### src/rtl/mbgd_pkg.sv
// mbgd_pkg: shared types and constants for the MBGD mini-batch sequencer.
//   mbgd_state_e  - sequencer FSM state, encoding is visible on the state port
//   MBGD_IDX_W    - default width of sample index / sample count / batch size
//   MBGD_EPOCH_W  - default width of epoch count / epoch counter
//   MBGD_STALL_W  - width of the optional stall counter (MBGD_STALL_CNT_EN)
package mbgd_pkg;

    typedef enum logic [1:0] {
        ST_IDLE   = 2'b00,
        ST_FEED   = 2'b01,
        ST_UPDATE = 2'b10,
        ST_DONE   = 2'b11
    } mbgd_state_e;

    localparam int unsigned MBGD_IDX_W   = 8;
    localparam int unsigned MBGD_EPOCH_W = 8;
    localparam int unsigned MBGD_STALL_W = 16;

endpackage

### src/rtl/mbgd_seq_ctrl_iter_cnt.sv
// mbgd_iter_cnt: iteration counters for the MBGD sequencer.
// Ports:
//   apb_pclk, resetn      - clock, synchronous active-low reset
//   clear                 - zero every counter (legal start)
//   advance_sample        - a sample was transferred
//   close_batch           - the weight update for the closed batch completed
//   cfg_n, cfg_b, cfg_e   - latched samples/epoch, batch size, epoch count
//   sample_idx            - current sample index
//   batch_cnt, epoch_cnt  - batch within epoch, current epoch
//   last_in_batch         - current sample closes the batch
//   end_of_epoch          - current sample is the last of the epoch
//   last_epoch            - current epoch is the final one
module mbgd_iter_cnt
    import mbgd_pkg::*;
#(
    parameter int unsigned IDX_W   = MBGD_IDX_W,
    parameter int unsigned EPOCH_W = MBGD_EPOCH_W
) (
    input  logic               apb_pclk,
    input  logic               resetn,
    input  logic               clear,
    input  logic               advance_sample,
    input  logic               close_batch,
    input  logic [IDX_W-1:0]   cfg_n,
    input  logic [IDX_W-1:0]   cfg_b,
    input  logic [EPOCH_W-1:0] cfg_e,
    output logic [IDX_W-1:0]   sample_idx,
    output logic [IDX_W-1:0]   batch_cnt,
    output logic [EPOCH_W-1:0] epoch_cnt,
    output logic               last_in_batch,
    output logic               end_of_epoch,
    output logic               last_epoch
);

    logic [IDX_W-1:0]   idx_q,   idx_d;
    logic [IDX_W-1:0]   inb_q,   inb_d;
    logic [IDX_W-1:0]   batch_q, batch_d;
    logic [EPOCH_W-1:0] epoch_q, epoch_d;

    assign end_of_epoch  = (idx_q == cfg_n - IDX_W'(1));
    // A short final batch closes at the epoch end, not at B-1.
    assign last_in_batch = (inb_q == cfg_b - IDX_W'(1)) || end_of_epoch;
    assign last_epoch    = (epoch_q == cfg_e - EPOCH_W'(1));

    always_comb begin
        idx_d   = idx_q;
        inb_d   = inb_q;
        batch_d = batch_q;
        epoch_d = epoch_q;
        if (clear) begin
            idx_d   = '0;
            inb_d   = '0;
            batch_d = '0;
            epoch_d = '0;
        end else if (advance_sample) begin
            if (last_in_batch) begin
                inb_d = '0;
            end else begin
                idx_d = idx_q + IDX_W'(1);
                inb_d = inb_q + IDX_W'(1);
            end
        end else if (close_batch) begin
            if (end_of_epoch) begin
                // Final batch of the final epoch: counters freeze for readback.
                if (!last_epoch) begin
                    epoch_d = epoch_q + EPOCH_W'(1);
                    batch_d = '0;
                    idx_d   = '0;
                end
            end else begin
                batch_d = batch_q + IDX_W'(1);
                idx_d   = idx_q + IDX_W'(1);
            end
        end
    end

    always_ff @(posedge apb_pclk) begin
        if (!resetn) begin
            idx_q   <= '0;
            inb_q   <= '0;
            batch_q <= '0;
            epoch_q <= '0;
        end else begin
            idx_q   <= idx_d;
            inb_q   <= inb_d;
            batch_q <= batch_d;
            epoch_q <= epoch_d;
        end
    end

    assign sample_idx = idx_q;
    assign batch_cnt  = batch_q;
    assign epoch_cnt  = epoch_q;

endmodule

### src/rtl/mbgd_seq_ctrl.sv
// mbgd_seq_ctrl: mini-batch sequencer for the MBGD engine.
// Streams sample indices over valid/ready, requests one weight update per
// mini-batch, iterates over epochs and reports its FSM state.
// Ports:
//   apb_pclk, resetn          - clock, synchronous active-low reset
//   start, abort              - run request / cancel from the regfile
//   num_samples, batch_size,
//   num_epochs                - run configuration, latched on start
//   sample_valid/ready/idx    - sample stream handshake
//   last_in_batch             - qualifies sample_valid, closes the batch
//   update_req, update_ack    - weight update handshake
//   busy, done, err, state    - status (err sticky until next legal start)
//   epoch_cnt, batch_cnt      - progress counters
//   stall_cnt                 - only with MBGD_STALL_CNT_EN defined: saturating
//                               count of FEED/!ready and UPDATE/!ack cycles
module mbgd_seq_ctrl
    import mbgd_pkg::*;
#(
    parameter int unsigned IDX_W   = MBGD_IDX_W,
    parameter int unsigned EPOCH_W = MBGD_EPOCH_W
) (
    input  logic               apb_pclk,
    input  logic               resetn,
    input  logic               start,
    input  logic               abort,
    input  logic [IDX_W-1:0]   num_samples,
    input  logic [IDX_W-1:0]   batch_size,
    input  logic [EPOCH_W-1:0] num_epochs,
    output logic               sample_valid,
    input  logic               sample_ready,
    output logic [IDX_W-1:0]   sample_idx,
    output logic               last_in_batch,
    output logic               update_req,
    input  logic               update_ack,
    output logic               busy,
    output logic               done,
    output logic               err,
    output logic [1:0]         state,
    output logic [EPOCH_W-1:0] epoch_cnt,
    output logic [IDX_W-1:0]   batch_cnt
`ifdef MBGD_STALL_CNT_EN
    ,
    output logic [MBGD_STALL_W-1:0] stall_cnt
`endif
);

    mbgd_state_e        state_q, state_d;
    logic               err_q,   err_d;
    logic [IDX_W-1:0]   n_q,     n_d;
    logic [IDX_W-1:0]   b_q,     b_d;
    logic [EPOCH_W-1:0] e_q,     e_d;

    logic cnt_clear;
    logic cnt_adv;
    logic cnt_close;
    logic cnt_last;
    logic cnt_eoe;
    logic cnt_last_ep;
    logic start_go;
    logic cfg_legal;

    // abort beats start in IDLE.
    assign start_go  = (state_q == ST_IDLE) && start && !abort;
    assign cfg_legal = (num_samples != '0) && (batch_size != '0) && (num_epochs != '0);

    always_comb begin
        state_d   = state_q;
        err_d     = err_q;
        n_d       = n_q;
        b_d       = b_q;
        e_d       = e_q;
        cnt_clear = 1'b0;
        cnt_adv   = 1'b0;
        cnt_close = 1'b0;
        case (state_q)
            ST_IDLE: begin
                if (start_go) begin
                    n_d = num_samples;
                    b_d = batch_size;
                    e_d = num_epochs;
                    if (cfg_legal) begin
                        err_d     = 1'b0;
                        cnt_clear = 1'b1;
                        state_d   = ST_FEED;
                    end else begin
                        err_d = 1'b1;
                    end
                end
            end
            ST_FEED: begin
                if (abort) begin
                    state_d = ST_IDLE;
                end else if (sample_ready) begin
                    cnt_adv = 1'b1;
                    if (cnt_last) state_d = ST_UPDATE;
                end
            end
            ST_UPDATE: begin
                if (abort) begin
                    state_d = ST_IDLE;
                end else if (update_ack) begin
                    cnt_close = 1'b1;
                    state_d   = (cnt_eoe && cnt_last_ep) ? ST_DONE : ST_FEED;
                end
            end
            ST_DONE: state_d = ST_IDLE;
            default: state_d = ST_IDLE;
        endcase
    end

    always_ff @(posedge apb_pclk) begin
        if (!resetn) begin
            state_q <= ST_IDLE;
            err_q   <= 1'b0;
            n_q     <= '0;
            b_q     <= '0;
            e_q     <= '0;
        end else begin
            state_q <= state_d;
            err_q   <= err_d;
            n_q     <= n_d;
            b_q     <= b_d;
            e_q     <= e_d;
        end
    end

    mbgd_iter_cnt #(
        .IDX_W   (IDX_W),
        .EPOCH_W (EPOCH_W)
    ) u_iter_cnt (
        .apb_pclk       (apb_pclk),
        .resetn         (resetn),
        .clear          (cnt_clear),
        .advance_sample (cnt_adv),
        .close_batch    (cnt_close),
        .cfg_n          (n_q),
        .cfg_b          (b_q),
        .cfg_e          (e_q),
        .sample_idx     (sample_idx),
        .batch_cnt      (batch_cnt),
        .epoch_cnt      (epoch_cnt),
        .last_in_batch  (cnt_last),
        .end_of_epoch   (cnt_eoe),
        .last_epoch     (cnt_last_ep)
    );

    assign sample_valid  = (state_q == ST_FEED);
    assign last_in_batch = sample_valid && cnt_last;
    assign update_req    = (state_q == ST_UPDATE);
    assign busy          = sample_valid || update_req;
    assign done          = (state_q == ST_DONE);
    assign err           = err_q;
    assign state         = state_q;

`ifdef MBGD_STALL_CNT_EN
    logic [MBGD_STALL_W-1:0] stall_q, stall_d;

    always_comb begin
        stall_d = stall_q;
        if (start_go && cfg_legal) begin
            stall_d = '0;
        end else if (((state_q == ST_FEED) && !sample_ready) ||
                     ((state_q == ST_UPDATE) && !update_ack)) begin
            if (stall_q != '1) stall_d = stall_q + MBGD_STALL_W'(1);
        end
    end

    always_ff @(posedge apb_pclk) begin
        if (!resetn) stall_q <= '0;
        else         stall_q <= stall_d;
    end

    assign stall_cnt = stall_q;
`endif

endmodule

### config.mk
export PLATFORM = sky130hd
export DESIGN_NAME = mbgd_seq_ctrl
export DESIGN_NICKNAME = d
export VERILOG_FILES = /design/src/rtl/mbgd_pkg.sv /design/src/rtl/mbgd_seq_ctrl_iter_cnt.sv /design/src/rtl/mbgd_seq_ctrl.sv
export SDC_FILE = /design/constraint.sdc
export NUM_CORES = 1
export LEC_CHECK = 0
export BUFFER_PORTS_ARGS = -buffer_cell sky130_fd_sc_hd__buf_2
export CELL_PAD_IN_SITES_DETAIL_PLACEMENT = 0
export CELL_PAD_IN_SITES_GLOBAL_PLACEMENT = 1
export CORE_ASPECT_RATIO = 1.75
export CORE_MARGIN = 5
export CORE_UTILIZATION = 40
export CTS_BUF_LIST = sky130_fd_sc_hd__clkbuf_2
export CTS_CLUSTER_DIAMETER = 40
export CTS_CLUSTER_SIZE = 30
export DETAILED_ROUTE_END_ITERATION = 10
export PLACE_DENSITY_LB_ADDON = 0.1
export SLEW_MARGIN = 20
export SYNTH_ARGS = -nofsm -noshare
export SYNTH_HDL_FRONTEND = slang
export SYNTH_SLANG_ARGS = --single-unit
### constraint.sdc
create_clock -name apb_pclk -period 5.2 [get_ports apb_pclk]
set_input_delay 1.04 -clock apb_pclk [delete_from_list [all_inputs] [get_ports apb_pclk]]
set_output_delay 1.04 -clock apb_pclk [all_outputs]
set_load 0.05 [all_outputs]
==> results of run 1 <==
## final cells by class
cell class	count	area share [%]
repair buffers	62	7.610
diodes	1	0.06088
clock buffers	9	1.096
clock inverters	7	2.831
inverters	17	1.553
flip-flops and latches	59	28.74
well taps	117	3.562
multi-input cells	338	54.55
## cells in the final DEF (no fill, tap or decap), types with 3 or more instances in the layout
cell                        instances
sky130_fd_sc_hd__dfxtp_1           59
sky130_fd_sc_hd__nor3b_1            3
sky130_fd_sc_hd__bufinv_16          3
sky130_fd_sc_hd__clkbuf_2           9
sky130_fd_sc_hd__and2_1             4
sky130_fd_sc_hd__o41ai_2            5
sky130_fd_sc_hd__and3_1            11
sky130_fd_sc_hd__mux2i_1            6
sky130_fd_sc_hd__nor3_1             6
sky130_fd_sc_hd__nand2_1           74
sky130_fd_sc_hd__nand4_1           13
sky130_fd_sc_hd__or3_1              8
sky130_fd_sc_hd__a21oi_1           21
sky130_fd_sc_hd__o31ai_1            5
sky130_fd_sc_hd__nand3_1           12
sky130_fd_sc_hd__nor4_1             8
sky130_fd_sc_hd__nand2b_1           8
sky130_fd_sc_hd__nor2_1            26
sky130_fd_sc_hd__o211ai_2           3
sky130_fd_sc_hd__o211ai_1           3
sky130_fd_sc_hd__inv_1             17
sky130_fd_sc_hd__xnor2_1           19
sky130_fd_sc_hd__o21ai_0            9
sky130_fd_sc_hd__a21boi_0          26
sky130_fd_sc_hd__xor2_1            15
sky130_fd_sc_hd__buf_2             61
sky130_fd_sc_hd__ha_1              11
sky130_fd_sc_hd__o311ai_0           5
## how the worst max path moves through the flow
stage / slack, ns / end / cells after the start
floorplan: 1.50 / last_in_batch / 6
global placement: 1.71 / last_in_batch / 9
detailed placement: 1.65 / last_in_batch / 9
CTS: 1.02 / last_in_batch / 9
global route: 0.93 / last_in_batch / 9
finish: 1.12 / last_in_batch / 9
## critical path: stages, from the launching register on
cell and delay (ns):
sky130_fd_sc_hd__dfxtp_1 0.44, sky130_fd_sc_hd__inv_1 0.07, sky130_fd_sc_hd__ha_1 0.32, sky130_fd_sc_hd__xnor2_1 0.13
sky130_fd_sc_hd__a311o_1 0.36, sky130_fd_sc_hd__a2111oi_4 0.37, sky130_fd_sc_hd__o21ai_2 0.21, sky130_fd_sc_hd__and2_1 0.23
sky130_fd_sc_hd__nor2_1 0.13, sky130_fd_sc_hd__buf_2 0.28
## flip-flops by register name, indices dropped and copies added (netlist names)
register,count
b_q,8
u_iter_cnt.inb_q,8
u_iter_cnt.batch_cnt,8
e_q,8
state,2
u_iter_cnt.sample_idx,8
u_iter_cnt.epoch_cnt,8
n_q,8
err,1
## through the flow
stage	std cells	worst slack [ns]	hold slack, ns	total power [mW]
6_report	610	1.119	0.4897	1.208
5_1_grt	610	0.9307	0.5084	1.274
4_1_cts	609	1.020	0.4921	1.225
3_5_place_dp	593	1.651	0.4692	0.8331
3_3_place_gp	593	1.706	0.4615	0.8305
2_1_floorplan	433	1.499	0.4551	0.7595
## metal layers
layer	vias to the layer above	part of all wire, %	GRT usage [%]
li1	1652	-	-
met1	1548	40	19.16
met2	58	55	33.62
met3	12	3.5	3.271
met4	0	1.8	7.989
met5	-	0	0
## kinds of logic after synthesis
family / Yosys count / share of synthesized area, %
flip-flops: 59 / 33.01
XOR/XNOR: 35 / 8.951
buffers and inverters: 36 / 4.335
AND/OR/NAND/NOR: 186 / 25.70
AO/OA/AOI/OAI: 100 / 22.48
adder cells (fa/ha/maj): 11 / 3.846
multiplexers: 6 / 1.678
## where the power goes
part	internal [mW]	switching, mW
clock	0.206	0.181
sequential	0.475	0.0280
combinational	0.111	0.207
==> qor.log, run 1 <==
INFO  outcome        run_status=completed
INFO  synth          seq_area_frac_synth=33.01%
INFO  finish         layout.core_utilization=47.10%
INFO  global_routing overflow=0
INFO  global_routing largest_net_degree_at_the_start_of_global_routing=30
INFO  finish         layout.filler_cells=942
INFO  clocking       cts_made_buffers=9
INFO  hold_path      holdCritStartpoint=n_q[7]
INFO  timing         clock_skew=0.01868ns
INFO  drt            drt-pass1-iter-count=4
INFO  clocking       cts.repair.resized=0
INFO  clocking       clock_tree_from_tritoncts=yes
INFO  critical_path  crit_path_end_kind=output pin
INFO  synth          synth.top_cell.area_share=33.01%
INFO  critical_path  setup.worst_path.class=flip-flop to output pin
INFO  clocking       clock_tree.buffer_depth=2
INFO  finish         multi_input_area=2242squm
INFO  synth          post_synth.cell_area_avg=8.264squm
INFO  critical_path  largest_driver_fanout_on_the_critical_path=8
INFO  floorplanning  chipWidth=81.50microns
INFO  synth          synth.ff_latch_count=59
INFO  clocking       worstSkewPairLatency=0.51ns
INFO  clocking       total_setup_buffers_inserted_after_cts=0
INFO  global_routing global_route.usage.total=18.12%
INFO  drt            drc_errors=0
INFO  critical_path  r2r_cells=9
INFO  timing         max_freq=245.0MHz
INFO  timing         timing.setup.tns=0ns
INFO  drt            final_antenna_net_count=0
INFO  critical_path  crit-reg2reg-capture=u_iter_cnt.sample_idx[3]
INFO  floorplanning  core.rowCount=45
INFO  clocking       post_cts_hold_buffer_count=0
INFO  critical_path  critical_path.startpoint=n_q[0]
INFO  critical_path  r2r-start=n_q[0]
INFO  hold_path      hold-path-cell-count=2
INFO  placement      hpwl=7062microns
INFO  critical_path  critical_path_required=4.16ns
INFO  placement      final_weighted_congestion_in_routability_driven_placement=0.8381
INFO  timing         unrepaired_setup_endpoints_after_global_routing=false
INFO  floorplanning  die_area=11010squm
INFO  floorplanning  placeable_area=8727squm
INFO  global_routing first_global_vias=3284
INFO  synth          synthMostInstantiatedCell=sky130_fd_sc_hd__nand2_1
INFO  clocking       clock_sink_count=59
INFO  synth          synth_top_cells_by_area=sky130_fd_sc_hd__dfxtp_1 33%, sky130_fd_sc_hd__nand2_1 7.8%, sky130_fd_sc_hd__a21boi_0 5.5%
INFO  power          peakVddDrop=0.1559mV
INFO  clocking       cts.clk_slew.worst_paths=0.17ns
INFO  finish         nNetsFinal=528
INFO  finish         seqCellArea=1181squm
INFO  timing         number_of_setup_violations_in_the_final_report=0
INFO  clocking       cts_root_buf=sky130_fd_sc_hd__clkbuf_2
INFO  synth          synth_cell_types=59
INFO  power          cellLeakagePower=1.637nW
INFO  timing         final_max_slew_viol_count=0
INFO  drt            dr.first_iter.drc_count=115
INFO  critical_path  crit_arrival=3.04ns
INFO  synth          synth_edf_count=0
INFO  global_routing grt_first_pass_wirelength=15420microns
INFO  global_routing antenna_found_initial=1
INFO  synth          synth.largest_area_cell=sky130_fd_sc_hd__dfxtp_1
INFO  finish         drive_above_1_share=19.92%
INFO  floorplanning  io_pins=62
INFO  synth          synth_async_sr_flop_share=0%
INFO  hold_path      holdCritPathClass=flip-flop to flip-flop
INFO  synth          top_cells_by_instance_count_after_synthesis=74 x sky130_fd_sc_hd__nand2_1, 59 x sky130_fd_sc_hd__dfxtp_1, 26 x sky130_fd_sc_hd__a21boi_0, 26 x sky130_fd_sc_hd__nor2_1, 21 x sky130_fd_sc_hd__a21oi_1
INFO  critical_path  crit_path_launch_type=flip-flop
INFO  clocking       h-tree-depth=3
INFO  drt            vias=3270
INFO  timing         slew_headroom=30.78%
INFO  timing         timing.final.crit_period=4.081ns
INFO  critical_path  r2r_setup_slack=2.25ns
INFO  hold_path      holdPathEnd=n_q[7]
INFO  drt            via_per_inst=5.361
INFO  placement      post_dp_cell_area=3946squm
INFO  timing         final_hold_viol_count=0
INFO  timing         transition_time_of_the_tightest_slew_check_pin=1.038ns
INFO  synth          synthesis.yosys.warnings=0
INFO  synth          synth_nets=474
INFO  floorplanning  dieHeight=135.1microns
INFO  synth          postSynthCellCount=433
INFO  job            max-cap-violations=0
INFO  floorplanning  start_util=41.00%
INFO  placement      port-buffer-count=61
INFO  finish         post_route_cell_area=4110squm
INFO  synth          synth_ff_type=sky130_fd_sc_hd__dfxtp_1
INFO  finish         areaGrowthSynthToFinish=14.86%
INFO  synth          netlist_area=3578squm
INFO  drt            routed_wire_length=9361microns
INFO  timing         finalCritPeriodShare=78.48%
INFO  drt            wl_per_cell=15.35microns
INFO  power          power_density=293.9nW/um^2
(Power assumes the default switching activity.)
==> run 2, diff against run 1 <==
clock period = 4.18 ns   (was 5.2 ns; I/O delays follow)
==> run 2 against run 1 <==
Effect of this change:
- clock-buffer cell count did not move
- critical path depth did not move
- global-route usage barely moved
- first-iteration DRC count fell by 12%
- sequential cell count did not move
- register-to-register slack got worse by 1.0 ns
- cell count fell by 0.33%
- design area fell by 0.91%
==> qor.log, run 2 (synthesis results as in run 1) <==
INFO  global_routing antenna_found_initial=0
INFO  power          power_density=351.0nW/um^2
INFO  finish         areaGrowthSynthToFinish=13.81%
INFO  timing         finalCritPeriodShare=92.05%
INFO  placement      place.detailed.instances=593
INFO  placement      hpwl=7052microns
INFO  floorplanning  die_area=11010squm
INFO  floorplanning  chipWidth=81.50microns
INFO  timing         timing.final.crit_period=3.848ns
INFO  clocking       h-tree-depth=3
INFO  placement      port-buffer-count=61
INFO  floorplanning  placeable_area=8727squm
INFO  finish         antennaDiodeCount=0
INFO  global_routing overflow=0
INFO  timing         finalHoldWorstSlack=0.4895ns
INFO  clocking       worstSkewPairLatency=0.51ns
INFO  global_routing global_route.usage.total=18.11%
INFO  drt            vias=3234
INFO  job            max-cap-violations=0
INFO  global_routing grt_first_pass_wirelength=15350microns
INFO  finish         layout.filler_cells=922
INFO  outcome        run_status=completed
INFO  timing         final_max_slew_viol_count=0
INFO  clocking       clock_tree.buffer_depth=2
INFO  timing         unrepaired_setup_endpoints_after_global_routing=false
INFO  drt            drc_errors=0
INFO  drt            final_antenna_net_count=0
INFO  drt            via_per_inst=5.319
INFO  timing         transition_time_of_the_tightest_slew_check_pin=0.9445ns
INFO  clocking       post_cts_hold_buffer_count=0
INFO  drt            wl_per_cell=15.05microns
INFO  clocking       clock_tree_from_tritoncts=yes
INFO  critical_path  setup.worst_path.class=flip-flop to output pin
INFO  clocking       total_setup_buffers_inserted_after_cts=0
INFO  finish         nNetsFinal=528
INFO  clocking       cts.repair.resized=0
INFO  timing         max_freq=259.9MHz
INFO  clocking       cts_root_buf=sky130_fd_sc_hd__clkbuf_2
INFO  drt            drt-pass1-iter-count=4
INFO  timing         number_of_setup_violations_in_the_final_report=0
INFO  finish         stdcell_count=608
INFO  timing         clock_skew=0.03193ns
INFO  clocking       clock_sink_count=59
INFO  floorplanning  io_pins=62
INFO  power          cellLeakagePower=1.620nW
INFO  clocking       cts_made_buffers=9
INFO  power          peakVddDrop=0.1931mV
INFO  finish         drive_above_1_share=19.55%
INFO  timing         timing.setup.tns=0ns
INFO  finish         seqCellArea=1181squm
INFO  timing         final_hold_viol_count=0
INFO  critical_path  critical_path_required=3.34ns
INFO  floorplanning  dieHeight=135.1microns
INFO  critical_path  largest_driver_fanout_on_the_critical_path=8
INFO  finish         final_common_cell=sky130_fd_sc_hd__nand2_1
INFO  finish         multi_input_area=2242squm
INFO  clocking       cts.clk_slew.worst_paths=0.18ns
INFO  floorplanning  core.rowCount=45
INFO  timing         slew_headroom=37.03%
INFO  global_routing largest_net_degree_at_the_start_of_global_routing=30
INFO  floorplanning  start_util=41.00%
INFO  drt            routed_wire_length=9152microns
INFO  hold_path      holdCritPathClass=flip-flop to flip-flop
INFO  critical_path  crit_path_end_kind=output pin
INFO  critical_path  crit_arrival=3.01ns
INFO  placement      final_weighted_congestion_in_routability_driven_placement=0.8365
INFO  critical_path  crit_path_launch_type=flip-flop
INFO  drt            dr.first_iter.drc_count=101
INFO  global_routing first_global_vias=3198
INFO  finish         mostFrequentLayoutCells=74 x sky130_fd_sc_hd__nand2_1, 61 x sky130_fd_sc_hd__buf_2, 59 x sky130_fd_sc_hd__dfxtp_1, 26 x sky130_fd_sc_hd__nor2_1, 26 x sky130_fd_sc_hd__a21boi_0
run 2: changes by cell type in the layout (fill, tap and decap cells not counted):
cell	delta
sky130_fd_sc_hd__clkinv_4	-1
sky130_fd_sc_hd__clkinv_1	+1
sky130_fd_sc_hd__bufinv_16	-1
sky130_fd_sc_hd__diode_2	-1
run 2: critical path, cell delays in order (launching register included):
cell                        delay [ns]
sky130_fd_sc_hd__dfxtp_1          0.44
sky130_fd_sc_hd__inv_1            0.06
sky130_fd_sc_hd__ha_1             0.30
sky130_fd_sc_hd__xnor2_1          0.13
sky130_fd_sc_hd__a311o_1          0.36
sky130_fd_sc_hd__a2111oi_4        0.38
sky130_fd_sc_hd__o21ai_2          0.21
sky130_fd_sc_hd__and2_1           0.23
sky130_fd_sc_hd__nor2_1           0.13
sky130_fd_sc_hd__buf_2            0.28
run 2: metrics by stage:
stage          power (mW)  utilization, %  instance area, sq um  worst slack [ns]
6_report            1.430           46.67                  4073            0.3324
5_1_grt             1.524           46.67                  4073            0.1634
4_1_cts             1.457           46.67                  4073            0.2413
3_5_place_dp        1.037           45.22                  3946            0.8356
3_3_place_gp        1.034           45.22                  3946            0.8932
2_1_floorplan      0.9448               -                  3578            0.6826
run 2: layout make-up:
class                           count  area share (%)
Clock inverter                      6           1.997
Tap cell                          117           3.594
Sequential cell                    59           29.00
Multi-Input combinational cell    338           55.05
Timing Repair Buffer               62           7.680
Clock buffer                        9           1.106
Inverter                           17           1.567
run 2: layer usage:
metal	vias to the layer above	global-route usage (%)	part of all wire, %
met2	47	34.17	56
met3	14	2.870	3.0
met1	1517	19.03	39
li1	1656	-	-
met4	0	7.613	1.9
met5	-	0	0
run 2: where the power goes:
group | leakage [nW] | internal [mW] | switching, mW | total, mW
sequential | 0.478 | 0.591 | 0.0339 | 0.625
combinational | 1.07 | 0.138 | 0.255 | 0.393
clock | 0.0752 | 0.191 | 0.222 | 0.412
total | 1.62 | 0.919 | 0.510 | 1.43
run 2: final timing paths:
path                              end  slack [ns]  depth (start not counted)    from
max                     last_in_batch        0.33                          9  n_q[0]
min                            n_q[7]        0.49                          2  n_q[7]
max reg2reg  u_iter_cnt.sample_idx[0]        1.25                          9  n_q[0]
min reg2reg                    n_q[7]        0.49                          2  n_q[7]
==> run 3, diff against run 2 <==
clock period = 3.94 ns   (was 4.18 ns; I/O delays follow)
==> run 3 against run 2 <==
Effect of this change:
- design area rose by 0.37%
- utilization rose by 0.17 points
- critical path type unchanged
- die area did not move
- setup slack got worse by 0.12 ns
- critical endpoint unchanged
- combinational power rose by 7.9%
- hold slack improved by 0.00050 ns
- first-iteration DRC count rose by 7.9%
==> qor.log, run 3 (synthesis results as in run 1) <==
INFO  drt            final_antenna_net_count=0
INFO  critical_path  critical_path_required=3.15ns
INFO  critical_path  timing.critical_path.slowest_stage_cell=sky130_fd_sc_hd__a2111oi_4
INFO  job            max-cap-violations=0
INFO  finish         drive_above_1_share=19.72%
INFO  timing         transition_time_of_the_tightest_slew_check_pin=0.9564ns
INFO  hold_path      holdCritPathClass=flip-flop to flip-flop
INFO  critical_path  largest_driver_fanout_on_the_critical_path=8
INFO  clocking       clock_sink_count=59
INFO  timing         final_max_slew_viol_count=0
INFO  global_routing first_global_vias=3145
INFO  placement      hpwl=7164microns
INFO  drt            vias=3253
INFO  timing         slew_headroom=36.24%
INFO  drt            dr.first_iter.drc_count=109
INFO  placement      final_weighted_congestion_in_routability_driven_placement=0.8494
INFO  outcome        run_status=completed
INFO  clocking       total_setup_buffers_inserted_after_cts=0
INFO  finish         post_route_cell_area=4088squm
INFO  floorplanning  die_area=11010squm
INFO  timing         timing.final.crit_period=3.728ns
INFO  timing         finalCritPeriodShare=94.62%
INFO  floorplanning  placeable_area=8727squm
INFO  timing         unrepaired_setup_endpoints_after_global_routing=false
INFO  timing         finalHoldWorstSlack=0.4900ns
INFO  global_routing global_route.usage.total=18.17%
INFO  critical_path  max_stage_delay=0.42ns
INFO  clocking       cts_made_buffers=9
INFO  power          fin_total_pwr=1.532mW
INFO  drt            routed_wire_length=9366microns
INFO  clocking       post_cts_hold_buffer_count=0
INFO  floorplanning  core.rowCount=45
INFO  critical_path  setup.worst_path.class=flip-flop to output pin
INFO  timing         timing.setup.tns=0ns
INFO  timing         max_freq=268.2MHz
INFO  clocking       cts_root_buf=sky130_fd_sc_hd__clkbuf_2
INFO  clocking       clock_tree_from_tritoncts=yes
INFO  timing         clock_skew=0.01925ns
INFO  timing         final_hold_viol_count=0
INFO  clocking       cts.clk_slew.worst_paths=0.16ns
INFO  floorplanning  chipWidth=81.50microns
INFO  floorplanning  io_pins=62
INFO  global_routing grt_first_pass_wirelength=15280microns
INFO  critical_path  crit_arrival=2.94ns
INFO  drt            drc_errors=0
INFO  drt            via_per_inst=5.342
INFO  power          peakVddDrop=0.2182mV
INFO  floorplanning  start_util=41.00%
INFO  floorplanning  dieHeight=135.1microns
INFO  clocking       clock_tree.buffer_depth=2
INFO  finish         mostFrequentLayoutCells=74 x sky130_fd_sc_hd__nand2_1, 60 x sky130_fd_sc_hd__buf_2, 58 x sky130_fd_sc_hd__dfxtp_1, 26 x sky130_fd_sc_hd__nor2_1, 26 x sky130_fd_sc_hd__a21boi_0
INFO  power          cellLeakagePower=1.622nW
INFO  clocking       h-tree-depth=3
INFO  finish         antennaDiodeCount=0
INFO  timing         timing.final.ws_setup=0.2120ns
INFO  critical_path  crit_chain=inv_1, ha_1, xnor2_1, a311o_1, a2111oi_4, o21ai_4, and2_1, nor2_1, clkbuf_4
INFO  finish         nNetsFinal=528
INFO  power          power_density=374.7nW/um^2
INFO  timing         number_of_setup_violations_in_the_final_report=0
INFO  drt            drt-pass1-iter-count=4
INFO  critical_path  crit_path_launch_type=flip-flop
INFO  placement      pre_cts_slack=0.6714ns
INFO  global_routing overflow=0
INFO  critical_path  crit_path_end_kind=output pin
INFO  finish         areaGrowthSynthToFinish=14.23%
INFO  clocking       worstSkewPairLatency=0.52ns
INFO  finish         final_common_cell=sky130_fd_sc_hd__nand2_1
INFO  placement      port-buffer-count=61
INFO  global_routing largest_net_degree_at_the_start_of_global_routing=30
INFO  global_routing antenna_found_initial=0
INFO  drt            wl_per_cell=15.38microns
INFO  placement      post_dp_cell_area=3946squm
-- run 3: path summary, 6_finish.rpt --
path	startpoint	end	slack, ns	cells past startpoint
worst max register to register	n_q[0]	u_iter_cnt.sample_idx[5]	1.04	9
worst min register to register	u_iter_cnt.batch_cnt[7]	u_iter_cnt.batch_cnt[7]	0.49	2
worst max-delay path	n_q[0]	last_in_batch	0.21	9
worst min-delay path	u_iter_cnt.batch_cnt[7]	u_iter_cnt.batch_cnt[7]	0.49	2
-- run 3: final cells by class --
cell class,instances,area [sq um]
Multi-Input combinational cell,338,2250
Clock buffer,10,50.05
Fill cell,886,4639
Sequential cell,59,1182
Inverter,17,63.81
Tap cell,117,146.4
Clock inverter,6,80.08
Timing Repair Buffer,62,315.3
-- run 3: where the power goes --
part	switching, mW	internal, mW	total, mW
logic	0.278	0.147	0.424
clock network	0.237	0.207	0.444
registers	0.0365	0.627	0.663
total	0.551	0.981	1.53
-- run 3: worst max-delay path, delay by kind of cell (launching register included) --
kind            cells  cell delay, ns
compound gates      3            0.95
buf+inv             2            0.29
fa+ha+maj           1            0.31
xor+xnor            1            0.13
flops               1            0.40
simple gates        2            0.35
-- run 3: stage by stage --
step                util (%)  instances
global placement       45.22        593
CTS                    46.71        609
global route           46.84        609
floorplan                  -        433
finish                 46.84        609
detailed placement     45.22        593
-- run 3: per-layer routing --
metal | track usage [%] | vias to the layer above | routed length (microns)
met5 | 0 | - | 0
met4 | 6.391 | 0 | 170
met3 | 4.406 | 13 | 388
met2 | 33.89 | 70 | 5194
met1 | 19.04 | 1515 | 3614
li1 | - | 1655 | -
-- run 3: timing repair --
action                                  CTS  global route
gates resized for setup                   0             3
endpoints found under the hold margin     0             0
endpoints found under the setup margin    0             1
